--- src/rtl/sensor_pkg.sv ---
// Shared constants and FSM encoding for the sensor transmitter and the
// arbiter-side receiver, so both ends are built from the same values.
package sensor_pkg;

   typedef enum logic [1:0] {
      IDLE  = 2'd0,
      START = 2'd1,
      DATA  = 2'd2,
      STOP  = 2'd3
   } state_t;

   localparam int         UART_CLOCK_BIT_DEFAULT = 5208;
   localparam logic [7:0] CRC_KEY_DEFAULT        = 8'h37;

endpackage

--- src/rtl/sensor_tx_if.sv ---
// Sensor-side handshake and serial-line bundle for sensor_tx.
interface sensor_tx_if;

   logic [7:0] data_in;
   logic       valid;
   logic       ready;
   logic       tx;
   logic       busy;
   logic       done;

   modport master (
      output data_in, valid,
      input  ready, tx, busy, done
   );

   modport slave (
      input  data_in, valid,
      output ready, tx, busy, done
   );

endinterface

--- src/rtl/crc8_calc.sv ---
// Combinational CRC-8 of one byte: MSB-first, init 0x00, no reflection,
// no final XOR.
module crc8_calc
   import sensor_pkg::*;
#(
   parameter logic [7:0] key = CRC_KEY_DEFAULT
) (
   input  logic [7:0] data,
   output logic [7:0] crc
);

   logic [7:0] acc;

   always_comb begin
      acc = 8'h00;
      for (int i = 7; i >= 0; i--) begin
         if (acc[7] ^ data[i]) acc = {acc[6:0], 1'b0} ^ key;
         else                  acc = {acc[6:0], 1'b0};
      end
      crc = acc;
   end

endmodule

--- src/rtl/sensor_tx.sv ---
// Accepts one sensor byte and sends it as two back-to-back UART 8N1 bytes:
// the reading followed by its CRC-8.
module sensor_tx
   import sensor_pkg::*;
#(
   parameter int         uart_clock_bit = UART_CLOCK_BIT_DEFAULT,
   parameter logic [7:0] key            = CRC_KEY_DEFAULT
) (
   input logic        clock,
   input logic        resetn,
   sensor_tx_if.slave bus
);

   localparam int               CNT_W    = (uart_clock_bit > 1) ? $clog2(uart_clock_bit) : 1;
   localparam logic [CNT_W-1:0] CNT_LAST = CNT_W'(uart_clock_bit - 1);

   state_t           state;
   logic [CNT_W-1:0] baud_cnt;
   logic [2:0]       bit_idx;
   logic             byte_sel;
   logic [7:0]       shift_reg;
   logic [7:0]       crc_reg;
   logic [7:0]       crc_next;
   logic             accept;
   logic             bit_end;

   crc8_calc #(.key(key)) u_crc (
      .data (bus.data_in),
      .crc  (crc_next)
   );

   assign accept  = bus.valid & bus.ready;
   assign bit_end = (baud_cnt == CNT_LAST);

   always_ff @(posedge clock) begin
      if (!resetn) begin
         state     <= IDLE;
         baud_cnt  <= '0;
         bit_idx   <= 3'd0;
         byte_sel  <= 1'b0;
         shift_reg <= 8'h00;
         crc_reg   <= 8'h00;
         bus.tx    <= 1'b1;
         bus.ready <= 1'b1;
         bus.busy  <= 1'b0;
         bus.done  <= 1'b0;
      end else begin
         bus.done <= 1'b0;
         case (state)
            IDLE: begin
               if (accept) begin
                  state     <= START;
                  byte_sel  <= 1'b0;
                  shift_reg <= bus.data_in;
                  crc_reg   <= crc_next;
                  baud_cnt  <= '0;
                  bit_idx   <= 3'd0;
                  bus.tx    <= 1'b0;
                  bus.ready <= 1'b0;
                  bus.busy  <= 1'b1;
               end
            end
            START: begin
               if (bit_end) begin
                  baud_cnt  <= '0;
                  state     <= DATA;
                  bus.tx    <= shift_reg[0];
                  shift_reg <= {1'b0, shift_reg[7:1]};
               end else begin
                  baud_cnt <= baud_cnt + 1'b1;
               end
            end
            DATA: begin
               if (bit_end) begin
                  baud_cnt <= '0;
                  if (bit_idx == 3'd7) begin
                     state   <= STOP;
                     bit_idx <= 3'd0;
                     bus.tx  <= 1'b1;
                  end else begin
                     bit_idx   <= bit_idx + 3'd1;
                     bus.tx    <= shift_reg[0];
                     shift_reg <= {1'b0, shift_reg[7:1]};
                  end
               end else begin
                  baud_cnt <= baud_cnt + 1'b1;
               end
            end
            STOP: begin
               if (bit_end) begin
                  baud_cnt <= '0;
                  // Data byte's stop bit runs straight into the CRC byte's start bit.
                  if (!byte_sel) begin
                     state     <= START;
                     byte_sel  <= 1'b1;
                     shift_reg <= crc_reg;
                     bus.tx    <= 1'b0;
                  end else begin
                     state     <= IDLE;
                     bus.done  <= 1'b1;
                     bus.ready <= 1'b1;
                     bus.busy  <= 1'b0;
                  end
               end else begin
                  baud_cnt <= baud_cnt + 1'b1;
               end
            end
            default: state <= IDLE;
         endcase
      end
   end

endmodule

--- src/flat_wrapper.sv ---
// flat-port wrapper written by rule: the top's interface ports become plain ports
module sensor_tx_flat import sensor_pkg::*;
#(
   parameter int         uart_clock_bit = UART_CLOCK_BIT_DEFAULT,
   parameter logic [7:0] key            = CRC_KEY_DEFAULT
)
  (clock, resetn, bus_data_in, bus_valid, bus_ready, bus_tx, bus_busy, bus_done);
  sensor_tx_if bus_i ();
  input logic clock;
  input logic resetn;
  input wire logic [$bits(bus_i.data_in)-1:0] bus_data_in;
  input wire logic [$bits(bus_i.valid)-1:0] bus_valid;
  output wire logic [$bits(bus_i.ready)-1:0] bus_ready;
  output wire logic [$bits(bus_i.tx)-1:0] bus_tx;
  output wire logic [$bits(bus_i.busy)-1:0] bus_busy;
  output wire logic [$bits(bus_i.done)-1:0] bus_done;
  assign bus_i.data_in = bus_data_in;
  assign bus_i.valid = bus_valid;
  assign bus_ready = bus_i.ready;
  assign bus_tx = bus_i.tx;
  assign bus_busy = bus_i.busy;
  assign bus_done = bus_i.done;
  sensor_tx #(.uart_clock_bit(uart_clock_bit), .key(key)) u_core (.clock(clock), .resetn(resetn), .bus(bus_i));
endmodule
--- config.mk ---
export PLATFORM = sky130hd
export DESIGN_NAME = sensor_tx_flat
export DESIGN_NICKNAME = d
export VERILOG_FILES = /design/src/rtl/sensor_pkg.sv /design/src/rtl/sensor_tx_if.sv /design/src/rtl/crc8_calc.sv /design/src/rtl/sensor_tx.sv /design/src/flat_wrapper.sv
export SDC_FILE = /design/constraint.sdc
export NUM_CORES = 1
export LEC_CHECK = 0
export BUFFER_PORTS_ARGS = -buffer_cell sky130_fd_sc_hd__buf_2
export CAP_MARGIN = 5
export CORE_AREA = 2 2 63 65
export CTS_CLUSTER_SIZE = 14
export DETAILED_ROUTE_END_ITERATION = 7
export DIE_AREA = 0 0 65 67
export GPL_TIMING_DRIVEN = 0
export PLACE_DENSITY = 0.81
export SLEW_MARGIN = 20
export SYNTH_ARGS = -nofsm -noshare
export SYNTH_HDL_FRONTEND = slang
export SYNTH_SLANG_ARGS = --single-unit
--- constraint.sdc ---
create_clock -name clock -period 3.25 [get_ports clock]
set_clock_uncertainty 0.05 [all_clocks]
set_input_delay 0.65 -clock clock [delete_from_list [all_inputs] [get_ports clock]]
set_output_delay 0.65 -clock clock [all_outputs]
set_load 0.01 [all_outputs]
==> metrics.yaml, run 1 <==
sta:
  timing.final.ws_setup_ps: 806
  drv_slew: 0
  min_period_ps: 2440
  setup_viol: 0
  hold_viol_final: 0
  rsz0062_at_grt: "false"
  tightestPinTransition_ps: 721
  tns_ps: 0
  fmaxAchievable_mhz: 409
  finalCritPeriodShare: 0.752
  slew_headroom: 0.519
yosys:
  syn_nets: 269
  syn_area_um2: 2250
  yosysSeqAreaShare: 0.347
  syn_inst: 251
  synth_top_area_share: 0.347
  synth_cell_types: 52
  ys_async_sr_fraction: 0
  synth_ff_type: "dfxtp_1"
  synth.top_cells.by_area: "dfxtp_1 (35%), xnor2_1 (4.7%), xnor3_1 (4.0%)"
  synth_top_area_cell: "dfxtp_1"
  ys_warn_count: 0
  syn_area_per_cell_um2: 8.96
  ys_ff_latch: 39
  synth-edff-count: 0
die:
  die_w_um: 65
  coreArea_um2: 3610
  dieArea_um2: 4360
  start_util: 0.624
  die_h_um: 67
  std_cell_rows: 22
  pin_count: 15
clock_tree:
  cts_buffers: 5
  cts_tree: "built"
  clock_path_buffers: 2
  cts.reportedPaths.clkPinSlew_ps: 70
  htreeDepth: 2
  cts.repair.resized: 0
  cts.sink_count: 39
  cts_root_buffer: "clkbuf_8"
  post_cts_buffers: 0
  cts_hold_buf: 0
  insertion_delay_ps: 300
finish:
  fill_cells: 294
  final_cells: 320
  postLayoutCellArea_um2: 2510
  syn_to_final_growth_pct: 11.5
  largest_reg_flops: 13
  antenna_cells: 0
  final_common_cell: "dfxtp_1"
  drive_gt1_frac: 0.129
  mostFrequentLayoutCells: "dfxtp_1 (39), nor2_1 (21), nand2_1 (20)"
  layout.nets: 289
placed_design:
  place_hpwl_um: 3810
  port_buffers: 13
  gp_congestion: 0.874
  numPlacedInstances: 312
  dpl_cell_area_um2: 2370
  pre_cts_ws_ps: 819
routing:
  drc_errors: 0
  ant_nets: 0
  drt_first_pass_iters: 4
  wl_um: 5350
  vias_per_cell: 6.37
  drt_iter0_drc: 163
  dr_total_vias: 2038
  wl_per_cell_um: 16.7
critical_path:
  worstSetupPathType: "flop to flop"
  start_kind: "flop"
  crit_slowest_cell: "o311ai_0"
  worst_ep_required_time_ps: 3370
  slowest_delay_ps: 460
  cp_max_fo: 10
  endpoint_kind: "flop"
  worstPathArrival_ps: 2560
  cp_cell_sequence: "inv_1, ha_1, a21bo_2, clkbuf_1, nand2_1, o311ai_0, o41ai_1"
min_path:
  hold_class: "flop to flop"
global_routing:
  grt_pass1_vias: 1880
  busiest_layer: "met2"
  use_met3: 0.0422
  grt_use_total: 0.271
  grt_max_degree: 13
  grt-ovfl-total: 0
  antenna_found_initial: 0
  met2_usage: 0.409
  use_met1: 0.378
  grt_pass1_wl_um: 8800
pwr:
  combPwrFrac: 0.462
  vdd_ir_drop_max_v: 0.000505
  power_per_cell_area_nw_per_um2: 850
  total_leakage_power_uw: 0.000936
  clockPowerShare: 0.224
  swShare: 0.408
  p_int_uw: 1260
  power_switching_uw: 869
  seqPwrFrac: 0.314
job:
  drv_cap: 0
status:
  status: "finished clean"
==> power by group through the flow <==
| stage | sequential, µW | combinational (µW) | clock, µW |
|---|---|---|---|
| 2_1_floorplan | 656 | 744 | 0 |
| 3_3_place_gp | 672 | 951 | 0 |
| 3_5_place_dp | 674 | 965 | 0 |
| 4_1_cts | 664 | 970 | 489 |
| 5_1_grt | 678 | 1090 | 511 |
| 6_report | 668 | 983 | 478 |
==> through the flow <==
step                hold WS (ps)  power (µW)  utilization
detailed placement           406        1640        0.658
global route                 445        2280        0.695
CTS                          418        2120        0.695
finish                       417        2130        0.695
floorplan                    382        1400            -
global placement             393        1620        0.658
==> Yosys cell counts (all sizes together) (2+ instances only) <==
cell     n
o311ai   7
nor3     5
nor2    21
xnor2   12
a311oi   6
nand3   12
xor2     2
a41oi    4
a21o     2
nand4    4
o21a     2
or3      2
inv      7
and3     4
a31o     3
buf      5
o21ai    8
dfxtp   39
mux2i    3
a211oi   4
a221oi   7
o41ai    8
a21oi   15
xnor3    4
ha       7
and4     3
a22oi    2
a31oi    7
nand2   20
clkbuf  12
==> layer usage <==
metal / up-vias / part of all wire
li1: 1005 / -
met1: 957 / 0.47
met2: 66 / 0.45
met3: 10 / 0.061
met4: 0 / 0.018
met5: - / 0
==> layout make-up <==
cell class                 count  area [µm²]  area share
tap                           48        60.1      0.0240
inverter                       8        30.0      0.0120
clock inverter                 2        60.1      0.0240
timing repair buffer          13        65.1      0.0260
buffer                        17        67.6      0.0270
clock buffer                   6        72.6      0.0290
sequential                    39         781       0.312
multi-input combinational    187        1370       0.547
==> cells by family after synthesis <==
| kind of cell | share of synthesized area |
|---|---|
| AOI/OAI and AO/OA | 0.278 |
| and+or+nand+nor | 0.184 |
| DFF | 0.347 |
| buffers and inverters | 0.0434 |
| xor gates and xnor gates | 0.0946 |
| adders and majority gates | 0.0390 |
| muxes | 0.0134 |
==> final timing paths <==
check                                               startpoint                                to  slack [ps]  cells after the start
worst min register to register  u_core.crc_reg[7]$_SDFFE_PN0P_    u_core.crc_reg[7]$_SDFFE_PN0P_         420                      2
worst max register to register    u_core.state[0]$_SDFFE_PN0P_  u_core.shift_reg[5]$_SDFFE_PN0P_         810                      7
worst max-delay path              u_core.state[0]$_SDFFE_PN0P_  u_core.shift_reg[5]$_SDFFE_PN0P_         810                      7
worst min-delay path            u_core.crc_reg[7]$_SDFFE_PN0P_    u_core.crc_reg[7]$_SDFFE_PN0P_         420                      2
==> critical path, delay by kind of cell, from the launching register on <==
| kind | cells | cell delay (ps) |
|---|---|---|
| flip-flops | 1 | 390 |
| AO/OA/AOI/OAI | 3 | 820 |
| buffers and inverters | 2 | 480 |
| adder cells (fa/ha/maj) | 1 | 280 |
| AND/OR/NAND/NOR | 1 | 290 |
(Power assumes the default switching activity.)
==> inputs of run 2 (changes only) <==
ABC_AREA = 1   (was unset)
CORE_AREA = 2 2 67 69   (was 2 2 63 65)
DIE_AREA = 0 0 69 71   (was 0 0 65 67)
PLACE_DENSITY = 0.76   (was 0.81)
clock period = 2.45 ns   (was 3.25 ns; I/O delays follow)
==> run 2 against run 1 <==
  * Sequential share of layout area down 1.3 points
  * Critical path type unchanged
  * Global-route usage down 5.2 points
  * Critical endpoint unchanged
  * Count of clock-buffer cells in the layout down 1
  * Hold slack better by 2.9 ps
  * Non-clock buffer count down 6
  * Worst setup slack worse by 480 ps
  * Largest cell class unchanged
==> metrics.yaml, run 2 <==
die:
  die_w_um: 69  # +6.2%
  std_cell_rows: 24  # +9.1%
  coreArea_um2: 4200  # +17%
  pin_count: 15  # unchanged
  start_util: 0.570  # -0.0536
  die_h_um: 71  # +6.0%
  dieArea_um2: 4900  # +12%
routing:
  wl_um: 5020  # -6.3%
  wl_per_cell_um: 11.7  # -30%
  drt_iter0_drc: 140  # -14%
  ant_nets: 0  # unchanged
  dr_total_vias: 2230  # +9.4%
  drc_errors: 0  # unchanged
  drt_first_pass_iters: 4  # unchanged
  vias_per_cell: 5.20  # -18%
sta:
  tightestPinTransition_ps: 549  # -172 ps
  slew_headroom: 0.634  # +0.115
  drv_slew: 0  # unchanged
  tns_ps: 0  # unchanged
  finalCritPeriodShare: 0.868  # +0.116
  timing.final.ws_setup_ps: 323  # -483 ps
  setup_viol: 0  # unchanged
  rsz0062_at_grt: "false"
  hold_viol_final: 0  # unchanged
  fmaxAchievable_mhz: 470  # +15%
  min_period_ps: 2130  # -317 ps
critical_path:
  endpoint_kind: "flop"
  crit_buf_inv: 4  # +2
  worst_ep_required_time_ps: 2600  # -770 ps
  critPathMostFrequentCell: "nand2_1"
  crit_slowest_cell: "clkbuf_1"
  start_kind: "flop"
  cp_max_fo: 10  # unchanged
  crit_family: "buffers and inverters"
  worstSetupPathType: "flop to flop"
  slowest_delay_ps: 440  # -20 ps
  worstPathArrival_ps: 2270  # -290 ps
  cp_cell_sequence: "inv_1, ha_1, buf_4, inv_4, clkbuf_1, o22ai_1, a31oi_1, nand2_1, nand2_1, nor2_1"
yosys:
  syn_area_um2: 2400  # +6.6%
  synth_top_area_share: 0.326  # -0.0214
  synth_ff_type: "dfxtp_1"
  synth_cell_types: 36  # -31%
  yosys-top-cells-count: "nand2_1 (95), inv_1 (42), dfxtp_1 (39), nor2_1 (37), a21oi_1 (26)"
  ys_ff_latch: 39  # unchanged
  yosysSeqAreaShare: 0.326  # -0.0214
  synth-edff-count: 0  # unchanged
  syn_area_per_cell_um2: 6.73  # -25%
  ys_async_sr_fraction: 0  # unchanged
  synth.top_cells.by_area: "dfxtp_1 (33%), nand2_1 (15%), inv_1 (6.6%)"
  ys_warn_count: 0  # unchanged
  syn_nets: 374  # +39%
  syn_inst: 356  # +42%
  synth_top_area_cell: "dfxtp_1"
  yosys.cell_count.top_type: "nand2_1"
clock_tree:
  post_cts_buffers: 0  # unchanged
  insertion_delay_ps: 300  # about the same
  cts_tree: "built"
  cts_root_buffer: "clkbuf_8"
  htreeDepth: 2  # unchanged
  cts_hold_buf: 0  # unchanged
  cts.reportedPaths.clkPinSlew_ps: 80  # about the same
  cts_buffers: 5  # unchanged
  clock_path_buffers: 2  # unchanged
  cts.sink_count: 39  # unchanged
  cts.repair.resized: 0  # unchanged
pwr:
  power_per_cell_area_nw_per_um2: 912  # +7.4%
  seqPwrFrac: 0.362  # +0.048
  vdd_ir_drop_max_v: 0.000596  # +18%
  swShare: 0.426  # +0.0178
  clockPowerShare: 0.187  # -0.037
  p_int_uw: 1370  # +8.7%
  total_leakage_power_uw: 0.00120  # +28%
  combPwrFrac: 0.451  # -0.011
  power_switching_uw: 1020  # +17%
status:
  status: "finished clean"
finish:
  post-route-util: 0.622  # -0.0730
  multi_input_comb_area_um2: 1370  # about the same
  final_common_cell: "nand2_1"
  mostFrequentLayoutCells: "nand2_1 (95), inv_1 (42), dfxtp_1 (39)"
  largest_reg_flops: 13  # unchanged
  fill_cells: 417  # +42%
  antenna_cells: 0  # unchanged
  drive_gt1_frac: 0.111  # -0.0173
  layout.area.seq_um2: 781  # unchanged
  syn_to_final_growth_pct: 9.14
  layout.nets: 394  # +36%
placed_design:
  port_buffers: 13  # unchanged
  pre_cts_ws_ps: 400  # -419 ps
  gp_congestion: 0.888  # +1.6%
  place_hpwl_um: 3760  # -1.4%
global_routing:
  grt_pass1_vias: 2067  # +9.9%
  grt_use_total: 0.219  # -0.0517
  antenna_found_initial: 0  # unchanged
  grt-ovfl-total: 0  # unchanged
  grt_pass1_wl_um: 8830  # +0.32%
  grt_max_degree: 14  # +1
job:
  drv_cap: 0  # unchanged
min_path:
  hold_class: "flop to flop"
## run 2: metrics by stage
step                      cell area (µm²)  hold WS [ps]  std cells  power (µW)
after detailed placement             2530           408        421        1950
after CTS                            2620           421        429        2400
after global placement               2530           405        421        1930
after floorplan                      2400           394        356        1720
after global routing                 2620           454        429        2590
final                                2620           419        429        2390
## run 2: power groups by stage
| stage | Combinational (µW) | Sequential (µW) | Clock, µW |
|---|---|---|---|
| 2_1_floorplan | 846 | 870 | 0 |
| 3_3_place_gp | 1050 | 875 | 0 |
| 3_5_place_dp | 1070 | 880 | 0 |
| 4_1_cts | 1080 | 865 | 454 |
| 5_1_grt | 1240 | 880 | 472 |
| 6_report | 1080 | 865 | 445 |
## run 2: worst paths after layout
kind | endpoint | start | slack [ps] | depth (start not counted)
setup / recovery | u_core.shift_reg[5]$_SDFFE_PN0P_ | u_core.state[0]$_SDFFE_PN0P_ | 320 | 10
hold / removal | u_core.baud_cnt[11]$_SDFFE_PN0N_ | u_core.baud_cnt[11]$_SDFFE_PN0N_ | 420 | 2
setup reg to reg | u_core.shift_reg[5]$_SDFFE_PN0P_ | u_core.state[0]$_SDFFE_PN0P_ | 320 | 10
hold reg to reg | u_core.baud_cnt[11]$_SDFFE_PN0N_ | u_core.baud_cnt[11]$_SDFFE_PN0N_ | 420 | 2
## run 2: cell families (layout without fill, tap and decap cells)
| kind of cell | count (synthesis) | count (layout) | synth area share |
|---|---|---|---|
| xor gates and xnor gates | 17 | 17 | 0.0621 |
| AOI/OAI and AO/OA | 61 | 61 | 0.145 |
| buffers and inverters | 59 | 80 | 0.102 |
| DFF | 39 | 39 | 0.326 |
| adders and majority gates | 7 | 7 | 0.0366 |
| and+or+nand+nor | 173 | 173 | 0.328 |
## run 2: worst register-to-register path, cell delays in order (launching register included)
cell,delay [ps]
dfxtp_1,390
inv_1,110
ha_1,210
buf_4,170
inv_4,130
clkbuf_1,440
o22ai_1,200
a31oi_1,170
nand2_1,70
nand2_1,60
nor2_1,40
## run 2: cell type report
| class | instances | area share |
|---|---|---|
| multi-input cells | 258 | 0.524 |
| clock buffers | 5 | 0.0263 |
| well taps | 52 | 0.0249 |
| clock inverters | 3 | 0.00766 |
| inverters | 48 | 0.0699 |
| flip-flops and latches | 39 | 0.299 |
| repair buffers | 13 | 0.0249 |
| plain buffers | 11 | 0.0234 |
## run 2: metal layers
metal | vias up | track usage | part of all wire
met5 | - | 0 | 0
met3 | 9 | 0.0470 | 0.033
met4 | 0 | 0.0959 | 0.019
met1 | 996 | 0.265 | 0.47
li1 | 1187 | - | -
met2 | 38 | 0.377 | 0.47
==> inputs of run 3 (changes only) <==
CORE_AREA = 2 2 76 60   (was 2 2 67 69)
DIE_AREA = 0 0 78 62   (was 0 0 69 71)
PLACE_DENSITY = 0.78   (was 0.76)
==> run 3 against run 2 <==
  * First-iteration DRC count up 19%
  * Hold slack better by 0.78 ps
  * Highest routed layer unchanged
  * Critical path type unchanged
  * Clock power up 25%
  * Largest power group unchanged
==> metrics.yaml, run 3 (same netlist as run 2, synthesis figures left out) <==
status:
  status: "finished clean"
critical_path:
  crit_family: "buffers and inverters"
  crit_path_start: "u_core.state[1]$_SDFFE_PN0P_"
  worstSetupPathType: "flop to flop"
  crit_slowest_cell: "dfxtp_1"
  rr_worst_depth: 10  # unchanged
  worst_ep_required_time_ps: 2600  # about the same
  rrSetupSlack_ps: 350  # +20 ps
  crit_buf_inv: 4  # unchanged
  cp_cell_sequence: "inv_1, ha_1, buf_4, inv_4, clkbuf_1, o22ai_1, a31oi_1, nand2_1, nand2_1, nor2_1"
  rr_endpoint: "u_core.shift_reg[5]$_SDFFE_PN0P_"
  crit_path_end: "u_core.shift_reg[5]$_SDFFE_PN0P_"
  endpoint_kind: "flop"
  slowest_delay_ps: 420  # -20 ps
  cp_max_fo: 10  # unchanged
  cp.depth: 10  # unchanged
  r2r_start: "u_core.state[1]$_SDFFE_PN0P_"
  critPathMostFrequentCell: "nand2_1"
  worstPathArrival_ps: 2250  # -20 ps
  start_kind: "flop"
die:
  dieArea_um2: 4840  # -1.3%
  die_h_um: 62  # -13%
  start_util: 0.570  # unchanged
  std_cell_rows: 21  # -13%
  coreArea_um2: 4200  # unchanged
  pin_count: 15  # unchanged
  die_w_um: 78  # +13%
clock_tree:
  cts_buffers: 5  # unchanged
  cts_tree: "built"
  post_cts_buffers: 0  # unchanged
  cts.sink_count: 39  # unchanged
  cts.repair.resized: 0  # unchanged
  insertion_delay_ps: 290  # about the same
  htreeDepth: 2  # unchanged
  cts_hold_buf: 0  # unchanged
  clock_path_buffers: 2  # unchanged
  cts.reportedPaths.clkPinSlew_ps: 80  # about the same
  cts_root_buffer: "clkbuf_8"
sta:
  min_period_ps: 2100  # -23.9 ps
  tns_ps: 0  # unchanged
  fmaxAchievable_mhz: 476  # +1.1%
  slew_headroom: 0.677  # +0.0434
  tightestPinTransition_ps: 484  # -65.1 ps
  setup_viol: 0  # unchanged
  finalCritPeriodShare: 0.858  # -0.00976
  timing.final.ws_setup_ps: 347  # +23.9 ps
  hold_viol_final: 0  # unchanged
  drv_slew: 0  # unchanged
  rsz0062_at_grt: "false"
pwr:
  vdd_ir_drop_max_v: 0.000449  # -25%
  power_per_cell_area_nw_per_um2: 946  # +3.7%
  total_leakage_power_uw: 0.00122  # +1.8%
global_routing:
  grt_use_total: 0.231  # +0.0114
  grt-ovfl-total: 0  # unchanged
  grt_pass1_vias: 1922  # -7.0%
  grt_max_degree: 13  # -1
  antenna_found_initial: 0  # unchanged
  grt_pass1_wl_um: 8760  # -0.78%
job:
  drv_cap: 0  # unchanged
placed_design:
  place_hpwl_um: 3880  # +3.2%
  numPlacedInstances: 426  # +1.2%
  port_buffers: 13  # unchanged
  pre_cts_ws_ps: 376  # -23.7 ps
  gp_congestion: 0.823  # -7.3%
finish:
  final_common_cell: "nand2_1"
  final_cells: 434  # +1.2%
  mostFrequentLayoutCells: "nand2_1 (95), inv_1 (42), dfxtp_1 (39)"
  largest_reg_flops: 13  # unchanged
  antenna_cells: 0  # unchanged
  syn_to_final_growth_pct: 10.6
  drive_gt1_frac: 0.111  # unchanged
  layout.nets: 394  # unchanged
routing:
  drt_iter0_drc: 166  # +19%
  drc_errors: 0  # unchanged
  vias_per_cell: 5.16  # -0.71%
  wl_per_cell_um: 11.8  # +1.2%
  drt_first_pass_iters: 6  # +2
  dr_total_vias: 2240  # +0.45%
  ant_nets: 0  # unchanged
  wl_um: 5140  # +2.4%
min_path:
  hold_class: "flop to flop"
[run 3: cell count changes in the layout (fill, tap and decap cells not counted), sizes merged]
cell	previous run	this run
clkinvlp	2	0
clkbuf	13	14
bufinv	0	1
[run 3: worst min path at each step]
| stage | depth (start not counted) | slack, ps | end | start |
|---|---|---|---|---|
| floorplan | 2 | 390 | u_core.bit_idx[2]$_SDFFE_PN0P_ | u_core.bit_idx[2]$_SDFFE_PN0P_ |
| global placement | 2 | 400 | u_core.baud_cnt[11]$_SDFFE_PN0N_ | u_core.baud_cnt[11]$_SDFFE_PN0N_ |
| detailed placement | 2 | 410 | u_core.baud_cnt[11]$_SDFFE_PN0N_ | u_core.baud_cnt[11]$_SDFFE_PN0N_ |
| CTS | 2 | 420 | u_core.baud_cnt[11]$_SDFFE_PN0N_ | u_core.baud_cnt[11]$_SDFFE_PN0N_ |
| global route | 2 | 460 | u_core.baud_cnt[11]$_SDFFE_PN0N_ | u_core.baud_cnt[11]$_SDFFE_PN0N_ |
| finish | 2 | 420 | u_core.baud_cnt[11]$_SDFFE_PN0N_ | u_core.baud_cnt[11]$_SDFFE_PN0N_ |
[run 3: area by class of cell]
cell class	count	area, µm²
plain buffers	11	61.3
multi-input cells	258	1370
well taps	57	71.3
fillers	411	1550
repair buffers	13	65.1
clock inverters	2	35.0
flip-flops and latches	39	781
inverters	48	183
clock buffers	6	82.6
[run 3: where the power goes]
part           internal [µW]  switching, µW
Combinational            390            690
Sequential               782           89.8
Clock                    330            227
[run 3: tightest hold or removal path, delay by kind of cell, from the launching register on]
kind / cells / cell delay (ps)
compound gates: 1 / 60
flops: 1 / 310
simple gates: 1 / 60
[run 3: per-stage QoR]
step	cell area [µm²]	util	hold WS, ps	total power, µW
2_1_floorplan	2400	-	394	1720
3_3_place_gp	2530	0.602	404	1930
3_5_place_dp	2530	0.602	411	1950
4_1_cts	2650	0.630	423	2520
5_1_grt	2650	0.630	460	2720
6_report	2650	0.630	420	2510
[run 3: per-layer routing]
layer / vias to the layer above / share of wire / track usage
met5: - / 0 / 0
met4: 0 / 0.011 / 0.0652
met2: 51 / 0.41 / 0.342
met1: 1001 / 0.54 / 0.344
met3: 9 / 0.047 / 0.0448
li1: 1179 / - / -
